## config.mk

```make
export PLATFORM = sky130hd
export DESIGN_NAME = zybo_btn_debounce
export DESIGN_NICKNAME = d
export VERILOG_FILES = /design/src/rtl/zybo_btn_debounce_pkg.sv /design/src/rtl/zybo_btn_debounce_ch.sv /design/src/rtl/zybo_btn_debounce.sv
export SDC_FILE = /design/constraint.sdc
export NUM_CORES = 1
export LEC_CHECK = 0
export CORE_MARGIN = 2
export CORE_UTILIZATION = 60
export DETAILED_ROUTE_END_ITERATION = 16
export PLACE_DENSITY = 0.85
export SYNTH_ARGS = -nofsm -noshare
export SYNTH_HDL_FRONTEND = slang
export SYNTH_SLANG_ARGS = --single-unit
```

## constraint.sdc

```tcl
create_clock -name CLK -period 4.6 [get_ports CLK]
set_input_delay 1.15 -clock CLK [delete_from_list [all_inputs] [get_ports CLK]]
set_output_delay 1.15 -clock CLK [all_outputs]
set_load 0.005 [all_outputs]
```

## src/rtl/zybo_btn_debounce_pkg.sv

```systemverilog
// Shared definitions for the Zybo push-button conditioning block: board clock
// rate, default debounce window and the per-channel FSM state encoding.
package zybo_btn_debounce_pkg;

   localparam int CLK_FREQ_HZ             = 125000000;
   localparam int DEFAULT_DEBOUNCE_CYCLES = 1250000;
   localparam int DEFAULT_CNT_W           = 21;

   typedef enum logic {
      ST_STABLE = 1'b0,
      ST_WAIT   = 1'b1
   } debounceState_t;

endpackage

```

## src/rtl/zybo_btn_debounce_ch.sv

```systemverilog
// One button channel: 2-flop synchroniser, STABLE/WAIT qualification FSM with
// an equality-compared counter, and registered level/press/release outputs.
module zybo_btn_debounce_ch
   import zybo_btn_debounce_pkg::*;
#(
   parameter int DEBOUNCE_CYCLES = DEFAULT_DEBOUNCE_CYCLES,
   parameter int CNT_W           = DEFAULT_CNT_W
) (
   input  logic clk,
   input  logic rst_n,
   input  logic i_btn,
   output logic o_level,
   output logic o_press,
   output logic o_release
);

   localparam logic [CNT_W-1:0] CNT_LAST = CNT_W'(DEBOUNCE_CYCLES - 1);

   logic             r_sync1;
   logic             r_sync2;
   debounceState_t   r_state;
   logic [CNT_W-1:0] r_cnt;
   logic             r_level;
   logic             r_press;
   logic             r_release;

   debounceState_t   w_nextState;
   logic [CNT_W-1:0] w_nextCnt;
   logic             w_nextLevel;
   logic             w_nextPress;
   logic             w_nextRelease;

   // Two-stage synchroniser; only the second stage is seen by the FSM.
   always_ff @(posedge clk or negedge rst_n) begin
      if (!rst_n) begin
         r_sync1 <= 1'b0;
         r_sync2 <= 1'b0;
      end else begin
         r_sync1 <= i_btn;
         r_sync2 <= r_sync1;
      end
   end

   // State, counter, published level and one-cycle strobes.
   always_ff @(posedge clk or negedge rst_n) begin
      if (!rst_n) begin
         r_state   <= ST_STABLE;
         r_cnt     <= '0;
         r_level   <= 1'b0;
         r_press   <= 1'b0;
         r_release <= 1'b0;
      end else begin
         r_state   <= w_nextState;
         r_cnt     <= w_nextCnt;
         r_level   <= w_nextLevel;
         r_press   <= w_nextPress;
         r_release <= w_nextRelease;
      end
   end

   // Qualification: any return to the current level restarts from scratch.
   always_comb begin
      w_nextState   = r_state;
      w_nextCnt     = '0;
      w_nextLevel   = r_level;
      w_nextPress   = 1'b0;
      w_nextRelease = 1'b0;
      case (r_state)
         ST_STABLE: begin
            if (r_sync2 != r_level) begin
               w_nextState = ST_WAIT;
            end
         end
         ST_WAIT: begin
            if (r_sync2 == r_level) begin
               w_nextState = ST_STABLE;
            end else if (r_cnt == CNT_LAST) begin
               w_nextState   = ST_STABLE;
               w_nextLevel   = r_sync2;
               w_nextPress   = r_sync2;
               w_nextRelease = ~r_sync2;
            end else begin
               w_nextCnt = r_cnt + 1'b1;
            end
         end
         default: begin
            w_nextState = ST_STABLE;
         end
      endcase
   end

   assign o_level   = r_level;
   assign o_press   = r_press;
   assign o_release = r_release;

endmodule

```

## src/rtl/zybo_btn_debounce.sv

```systemverilog
// Top level: NUM_BTN independent debounce channels between the board pins and
// the LED control block.
module zybo_btn_debounce
   import zybo_btn_debounce_pkg::*;
#(
   parameter int NUM_BTN         = 4,
   parameter int DEBOUNCE_CYCLES = DEFAULT_DEBOUNCE_CYCLES,
   parameter int CNT_W           = DEFAULT_CNT_W
) (
   input  logic               CLK,
   input  logic               RST,
   input  logic [NUM_BTN-1:0] BTN,
   output logic [NUM_BTN-1:0] BTN_LEVEL,
   output logic [NUM_BTN-1:0] BTN_PRESS,
   output logic [NUM_BTN-1:0] BTN_RELEASE
);

   // One self-contained channel per button pin.
   for (genvar g = 0; g < NUM_BTN; g++) begin : gChannel
      zybo_btn_debounce_ch #(
         .DEBOUNCE_CYCLES(DEBOUNCE_CYCLES),
         .CNT_W          (CNT_W)
      ) uChannel (
         .clk      (CLK),
         .rst_n    (RST),
         .i_btn    (BTN[g]),
         .o_level  (BTN_LEVEL[g]),
         .o_press  (BTN_PRESS[g]),
         .o_release(BTN_RELEASE[g])
      );
   end

endmodule

```

==> run metrics <==
Total Neg Setup Slack=0 ns; top cells by area, synth=dfrtp_1 52%, xnor2_1 7.0%, nor2_1 5.2%; Core ar.=8260 um^2; DP HPWL=6.42 mm; Sequential Area=2700 um^2; drt first pass iters=4; Post-CTS Hold Buffers=0; GRT overflow=0; chip width=96.6 um; global-route wire length before repair=16.4 mm; setup bufs post-CTS=0; CTS tree=done; row count=33; Clock Sinks=108; crit end category=output pin; commonest non-fill, non-tap cell in the layout=dfrtp_1; Netlist cell types=37; Antenna diodes=0; RSZ-0062 raised after global routing=no; endpoints failing hold=0; Root Driver=clkbuf_8; Final ANT Viol Nets=0; fin util=67.1%; post_cts resized=0; Filler cells=637; worst path bufs/invs=1; initial cell density of the core=62.4%; initial antenna violation count=0; maximum VDD drop=0.247 mV; Routed WL=9.45 mm; vias=3744; 1st-iter DRT viols=151; Synth Instances=513; Period Utilization, post-route=54.1%; IO Pins=18; area fraction of the dominant cell type after synthesis=52.5%; Final Max Slew Viols=0; GR Util All Layers=21.0%; IO buf count=17; Arr. time, crit path=1.34 ns; vias per cell=5.94; worst endpoint required time=3.45 ns; Post-synth EDFFs=0; post-synthesis sequential area ratio=52.5%; layout cells sized above 1=7.24%; delay-heaviest family, CP=buffers and inverters; H-tree levels=3; critical path peak fanout=5; clk_skew=0.00915 ns; crit start category=flip-flop; #FFs+latches synth=108; vias in the first global route=3518; DRC Markers=0; Layout area overhead=7.56%; Final Setup Violations=0; area leader, netlist=dfrtp_1; syn_area_per_cell=10.0 um^2; die area=9340 um^2; Clock Tree Buf Depth=2; crit path max-delay cell type=clkdlybuf4s50_1; Post-Place Cells=614; clock-pin slew on the worst setup and hold paths=0.09 ns; WL/cell=15.0 um; Synth Warn #=0; Mapped Area=5150 um^2; minimum clock period=2.49 ns; Worst slew margin=32.0%; Power, Total=1.61 mW; CP cell instances=clkdlybuf4s50_1; Power Dens Cells=291 nW/um^2; Worst Hold Class=reg -> reg; ys flop type=dfrtp_1; largest net degree at the start of global routing=85; status=finished clean; Max Freq=402 MHz; Die Y=96.6 um; max incr delay on CP=0.55 ns; asr flop ratio synth=100%; gp weighted congestion=0.852; Leak=2.17 nW; Layout Nets=530; Clock Latency Late Sink=0.37 ns; multi-input logic area=2240 um^2; Worst-Margin Slew=1.02 ns; fin cells=630; most frequent cells in the layout=108 x dfrtp_1, 71 x nor2_1, 41 x xnor2_1, 27 x nand2_1, 27 x nand3_1; Max Cap Violations=0; critical path class=reg -> out; Mapped Nets=523; Num CTS Buffers=9
## metal layers
metal	vias to the layer above	GRT usage (%)	share of wire [%]
li1	1815	-	-
met1	1835	29.0	46
met2	73	33.1	48
met3	21	4.70	3.3
met4	0	7.48	2.1
met5	-	0	0
## sequential cells by signal, summed over array words and instances (netlist names)
| signal | cells |
|---|---|
| gChannel.uChannel.o_press | 4 |
| gChannel.uChannel.o_release | 4 |
| gChannel.uChannel.r_state | 4 |
| gChannel.uChannel.o_level | 4 |
| gChannel.uChannel.r_sync1 | 4 |
| gChannel.uChannel.r_sync2 | 4 |
| gChannel.uChannel.r_cnt | 84 |
## cells by family (layout without fill, tap and decap cells)
kind of cell    after synthesis  after routing  synth area share (%)
simple gates                251            251                  26.4
flops                       108            108                  52.5
xor+xnor                     58             58                  9.86
compound gates               47             47                  5.37
buf+inv                      41             53                  4.08
fa+ha+maj                     4              4                 0.972
mux                           4              4                 0.875
## synth_stat cells, types with 4 or more instances
cell type and count:
o21ai_0 12, ha_1 4, nand2_1 27, nor4b_1 4, a21oi_1 21, dfrtp_1 108
xor2_1 17, xnor2_1 41, and2_1 5, o31ai_1 6, nor3_1 12, nor3b_1 8
nand4_1 25, nor2_1 71, a31o_2 4, or4_1 10, or2_2 4, buf_2 9
or3_1 14, and3_1 8, inv_1 18, buf_4 12, and4_1 4, nand3_1 27
nor4_1 20
## through the flow
step / hold slack [ns] / setup WS, ns / cell area [um^2]
CTS: 0.363 / 2.08 / 5540
floorplan: 0.331 / 2.74 / 5150
global placement: 0.334 / 2.30 / 5330
global route: 0.366 / 2.00 / 5540
detailed placement: 0.337 / 2.26 / 5330
finish: 0.361 / 2.11 / 5540
## layout make-up
class / instances / area share (%)
timing repair buffer: 19 / 3.30
clock buffer: 13 / 3.05
tap: 105 / 2.37
inverter: 18 / 1.22
sequential: 108 / 48.8
multi-input combinational: 364 / 40.5
clock inverter: 3 / 0.791
## worst paths after layout
check / from / to / slack (ns) / cells after the start
max: gChannel[3].uChannel.o_level$_DFFE_PN0P_ / BTN_LEVEL[3] / 2.11 / 1
min: gChannel[1].uChannel.r_sync1$_DFF_PN0_ / gChannel[1].uChannel.r_sync2$_DFF_PN0_ / 0.36 / 0
max reg2reg: gChannel[1].uChannel.r_cnt[0]$_DFF_PN0_ / gChannel[1].uChannel.r_cnt[8]$_DFF_PN0_ / 2.31 / 5
min reg2reg: gChannel[1].uChannel.r_sync1$_DFF_PN0_ / gChannel[1].uChannel.r_sync2$_DFF_PN0_ / 0.36 / 0
max in group asynchronous: RST / gChannel[0].uChannel.r_cnt[14]$_DFF_PN0_ / 2.75 / 2
min in group asynchronous: RST / gChannel[1].uChannel.r_cnt[12]$_DFF_PN0_ / 0.93 / 1
## report_power, final
| part | leakage, nW | switching [mW] | internal (mW) |
|---|---|---|---|
| Combinational | 0.579 | 0.0336 | 0.0107 |
| Sequential | 1.48 | 0.00739 | 0.957 |
| Clock | 0.110 | 0.307 | 0.297 |
No activity file was read; power rests on OpenSTA's default activity.
